$ cat src/rtl/load_use_stall_ctrl.sv
// Decode-stage hazard control: holds PC and IF/ID for a load-use hazard while EX takes bubbles,
// flushes IF/ID and ID/EX on a taken branch, and keeps a saturating count of stall cycles.
module load_use_stall_ctrl #(
  parameter int LOAD_LAT = 1,
  parameter int CNT_W    = 16
) (
  input  logic             clk,
  input  logic             reset,
  input  logic             id_valid,
  input  logic [6:0]       id_opcode,
  input  logic [4:0]       id_rs1,
  input  logic [4:0]       id_rs2,
  input  logic             ex_valid,
  input  logic [6:0]       ex_opcode,
  input  logic [4:0]       ex_rd,
  input  logic             ex_branch_taken,
  output logic             pc_write,
  output logic             if_id_write,
  output logic             if_id_flush,
  output logic             id_ex_bubble,
  output logic             stall_active,
  output logic [CNT_W-1:0] stall_cnt
);

  localparam logic [6:0] OP_LW   = 7'b0000011;
  localparam logic [6:0] OP_ADDI = 7'b0010011;
  localparam logic [6:0] OP_SW   = 7'b0100011;
  localparam logic [6:0] OP_R    = 7'b0110011;
  localparam logic [6:0] OP_BR   = 7'b1100011;

  localparam int REM_W    = (LOAD_LAT > 2) ? $clog2(LOAD_LAT) : 1;
  localparam int REM_INIT = (LOAD_LAT > 1) ? (LOAD_LAT - 2) : 0;

  typedef enum logic [1:0] {
    RUN   = 2'd0,
    STALL = 2'd1
  } state_t;

  state_t           state_q, state_d;
  logic [REM_W-1:0] rem_q, rem_d;
  logic [CNT_W-1:0] stall_cnt_q, stall_cnt_d;

  logic use_rs1, use_rs2, hz, cnt_inc;

  // Only register fields the opcode really reads; immediate bits never match.
  always_comb begin
    use_rs1 = 1'b0;
    use_rs2 = 1'b0;
    case (id_opcode)
      OP_LW, OP_ADDI:     use_rs1 = 1'b1;
      OP_SW, OP_R, OP_BR: begin
        use_rs1 = 1'b1;
        use_rs2 = 1'b1;
      end
      default: ;
    endcase
  end

  assign hz = id_valid && ex_valid && (ex_opcode == OP_LW) && (ex_rd != 5'd0) &&
              ((use_rs1 && (id_rs1 == ex_rd)) || (use_rs2 && (id_rs2 == ex_rd)));

  always_comb begin
    state_d      = state_q;
    rem_d        = rem_q;
    cnt_inc      = 1'b0;
    pc_write     = 1'b1;
    if_id_write  = 1'b1;
    if_id_flush  = 1'b0;
    id_ex_bubble = 1'b0;
    stall_active = 1'b0;
    case (state_q)
      RUN: begin
        if (ex_branch_taken) begin
          if_id_flush  = 1'b1;
          id_ex_bubble = 1'b1;
        end else if (hz) begin
          pc_write     = 1'b0;
          if_id_write  = 1'b0;
          id_ex_bubble = 1'b1;
          cnt_inc      = 1'b1;
          if (LOAD_LAT > 1) begin
            state_d = STALL;
            rem_d   = REM_W'(REM_INIT);
          end
        end
      end
      STALL: begin
        stall_active = 1'b1;
        id_ex_bubble = 1'b1;
        if (ex_branch_taken) begin
          // A taken branch kills the waiting instruction, so the stall is abandoned uncounted.
          if_id_flush = 1'b1;
          state_d     = RUN;
          rem_d       = '0;
        end else begin
          pc_write    = 1'b0;
          if_id_write = 1'b0;
          cnt_inc     = 1'b1;
          if (rem_q == '0) state_d = RUN;
          else             rem_d   = rem_q - REM_W'(1);
        end
      end
      default: state_d = RUN;
    endcase
  end

  always_comb begin
    stall_cnt_d = stall_cnt_q;
    if (cnt_inc && (stall_cnt_q != {CNT_W{1'b1}})) stall_cnt_d = stall_cnt_q + CNT_W'(1);
  end

  always_ff @(posedge clk) begin
    if (reset) begin
      state_q     <= RUN;
      rem_q       <= '0;
      stall_cnt_q <= '0;
    end else begin
      state_q     <= state_d;
      rem_q       <= rem_d;
      stall_cnt_q <= stall_cnt_d;
    end
  end

  assign stall_cnt = stall_cnt_q;

endmodule

$ cat config.mk
export PLATFORM = sky130hd
export DESIGN_NAME = load_use_stall_ctrl
export DESIGN_NICKNAME = d
export VERILOG_FILES = /design/src/rtl/load_use_stall_ctrl.sv
export SDC_FILE = /design/constraint.sdc
export NUM_CORES = 1
export LEC_CHECK = 0
export CELL_PAD_IN_SITES_DETAIL_PLACEMENT = 0
export CELL_PAD_IN_SITES_GLOBAL_PLACEMENT = 2
export CORE_MARGIN = 2
export CORE_UTILIZATION = 24
export CTS_BUF_LIST = sky130_fd_sc_hd__clkbuf_4 sky130_fd_sc_hd__clkbuf_8
export DETAILED_ROUTE_END_ITERATION = 12
export PLACE_DENSITY = 0.94
export SKIP_CTS_REPAIR_TIMING = 1
export SYNTH_ARGS = -nofsm -noshare
export SYNTH_HDL_FRONTEND = slang
export SYNTH_SLANG_ARGS = --single-unit
$ cat constraint.sdc
create_clock -name clk -period 3.7 [get_ports clk]
set_clock_uncertainty 0.1 [all_clocks]
set_input_delay 0.74 -clock clk [delete_from_list [all_inputs] [get_ports clk]]
set_output_delay 0.74 -clock clk [all_outputs]
set_load 0.02 [all_outputs]
==> metrics, run 1 <==
WL final 3.37 mm; NetSw 0.0000841 W; most frequent cell after synthesis dfxtp_1; first-pass GRT wire length 5.44 mm; layout cells sized above 1 0.0573; Worst Path Buf+Inv 2; First-pass DRT Iterations 4; PwrDens 226 mW/mm²; CP max FO 3; Max Fclk 0.292 GHz; depth of the worst register-to-register path 6; Setup TNS Final 0 ns; adder-cell share of the synthesized area 0.0110; Worst Setup SP id_opcode[2]; Worst EP arrival 2.58 ns; worst endpoint required time 2.86 ns; CP Launch Type input pin; input/output buffers 53; routed via count 1263; YS warnings 0; Synth Area in XOR/XNOR 0.0773; clock tree buffer depth 2; # diodes 0; worst-skew pair later-pin latency 0.25 ns; I/O Pins 55; CP max-delay cell clkdlybuf4s50_1; flop-to-flop setup slack 1.56 ns; cell count after synthesis 142; worst vdd ir 0.128 mV; vias per cell 5.18; Slew @ Worst Pin 0.746 ns; placed cell area 0.00169 mm²; Max Cap Viol 0; CTS root buf clkbuf_8; CTS tree yes; final instance area 0.00174 mm²; Synth Area in Simple Gates 0.355; fin crit share 0.925; most frequent CP cell clkdlybuf4s50_1; Yosys reg bits 16; Logic pwr share 0.172; Hold Crit Class flip-flop to flip-flop; count of final max-slew check failures 0; # setup viols final 0; Pleak 0.555 nW; Overall Global Routing Usage 0.127; CTS clk-pin slew, worst paths 0.06 ns; Layout Nets 228; total grt overflow 0; Min Clock Period, post-route 3.42 ns; outcome finished clean; Routed WL per cell 13.8 µm; leading area contributor after synthesis dfxtp_1; Reg power frac 0.437; Initial Util 0.255; largest net degree at the start of global routing 29; ys async rst share 0; internal cell power 0.000310 W; FF-to-FF Start stall_cnt[0]; Clk network pwr share 0.391; Detail Route Antenna Nets 0; Worst slew margin 0.501; Post-synth EDFFs 0; Layout fillers 494; DRC violations left 0; sequential fraction of the synthesis area 0.283; slowest stage delay, CP 0.54 ns; DP HPWL 2.55 mm; area delta synth->final 53.9%; CTS sink cnt 16; H-tree depth 1; number of global-route vias before repair 1174; RSZ-0062 raised after global routing no; Die W 72.7 µm; largest family of logic cells by synthesized area simple AND/OR/NAND/NOR gates; Placer Congestion 0.873; Core Area 0.00444 mm²; synth top area cells dfxtp_1 28%, xnor2_1 7.7%, o31ai_1 6.6%; Mapped Nets 177; full die area 0.00528 mm²; Critical Path End pc_write; Largest register FFs 16; Sw Share 0.213; Worst path depth 6; Synth top cells by count 16 x dfxtp_1, 12 x a21oi_1; Mean Syn Cell Area 7.97 µm²; crit-path leading delay family buffers and inverters; Detailed Route Iter0 Violations 45; Synth Area in Compound Gates 0.166; Top FF cell, synth dfxtp_1; Post-Syn Area 0.00113 mm²; Cell Rows 24; kind of critical path input pin to output pin; die height 72.7 µm; crit end category output pin; CTS buffer count 3; post-synth top area share 0.283; initial antenna violation count 0; cells along the critical path clkdlybuf4s50_1 -> and4bb_1 -> and3_1 -> nand3_1 -> or2_1 -> clkdlybuf4s50_1; post-synthesis mux area share 0.0431; Final Hold Fails 0; worst r2r dst stall_cnt[14]; count of cell types in the netlist 35
## cell type report
cell class	instances	area [µm²]	area share
Sequential cell	16	320	0.184
Timing Repair Buffer	55	546	0.313
Clock buffer	4	55.1	0.0316
Tap cell	52	65.1	0.0373
Inverter	4	15.0	0.00861
Multi-Input combinational cell	113	742	0.426
## how the worst min path moves through the flow
stage,cells past startpoint,end,startpoint,slack (ns)
final,2,stall_cnt[14],stall_cnt[14],0.41
after global routing,2,stall_cnt[13],stall_cnt[13],0.44
after detailed placement,2,stall_cnt[13],stall_cnt[13],0.40
after global placement,2,stall_cnt[13],stall_cnt[13],0.39
after floorplan,2,stall_cnt[15],stall_cnt[15],0.46
after CTS,2,stall_cnt[13],stall_cnt[13],0.41
## through the flow
stage                      util  worst slack, ns  power (W)  std cells  hold slack [ns]
after global placement    0.380            0.269   0.000244        240            0.392
after floorplan               -            0.777   0.000202        142            0.459
after global routing      0.392            0.133   0.000415        244            0.444
after CTS                 0.392            0.255   0.000401        244            0.415
after detailed placement  0.380            0.272   0.000244        240            0.399
final                     0.392            0.279   0.000394        244            0.411
## routing by layer
| metal | GRT usage | vias up | routed length, µm |
|---|---|---|---|
| met2 | 0.204 | 59 | 1350 |
| met5 | 0 | - | 0 |
| li1 | - | 639 | - |
| met1 | 0.175 | 563 | 1670 |
| met3 | 0.0249 | 2 | 325 |
| met4 | 0.0309 | 0 | 13 |
## power by group through the flow
stage	Combinational, W	Sequential, W	Clock (W)
after detailed placement	0.0000678	0.000176	0
after global placement	0.0000681	0.000176	0
after global routing	0.0000740	0.000172	0.000169
final	0.0000680	0.000172	0.000154
after CTS	0.0000684	0.000172	0.000160
after floorplan	0.0000259	0.000176	0
## worst register-to-register path, delay by kind of cell (launching register included)
kind | cells | cell delay (ns)
simple gates | 4 | 1.17
fa+ha+maj | 1 | 0.23
flops | 1 | 0.42
compound gates | 1 | 0.15
## cells by family (layout without fill, tap and decap cells)
family,after synthesis,count (layout)
AO/OA/AOI/OAI,30,30
XOR/XNOR,10,10
adder cells (fa/ha/maj),1,1
buffers and inverters,13,63
flip-flops,16,16
multiplexers,4,4
other,1,1
AND/OR/NAND/NOR,67,67
## layout by cell type (no fill, tap or decap), types with 3 or more instances in the layout
master | netlist | final
clkdlybuf4s50_1 | 0 | 53
dfxtp_1 | 16 | 16
a21oi_1 | 12 | 12
nor2_1 | 10 | 10
nand2_1 | 10 | 10
xnor2_1 | 10 | 10
o31ai_1 | 10 | 10
or4_1 | 10 | 10
nand4_1 | 8 | 8
nand3_1 | 6 | 6
and3_1 | 4 | 4
nor2b_1 | 4 | 4
o21ai_0 | 4 | 4
clkbuf_8 | 0 | 4
nor3_1 | 3 | 3
inv_1 | 3 | 3
mux2_1 | 3 | 3
(Power assumes the default switching activity.)
==> run 2, diff against run 1 <==
--- a/config.mk
+++ b/config.mk
@@ -13,6 +13,7 @@
 export DETAILED_ROUTE_END_ITERATION = 12
 export PLACE_DENSITY = 0.94
 export SKIP_CTS_REPAIR_TIMING = 1
+export SLEW_MARGIN = 20
 export SYNTH_ARGS = -nofsm -noshare
 export SYNTH_HDL_FRONTEND = slang
 export SYNTH_SLANG_ARGS = --single-unit
==> results of run 2 <==
Same layout as run 1: the final DEF is identical, and so are final timing and power.
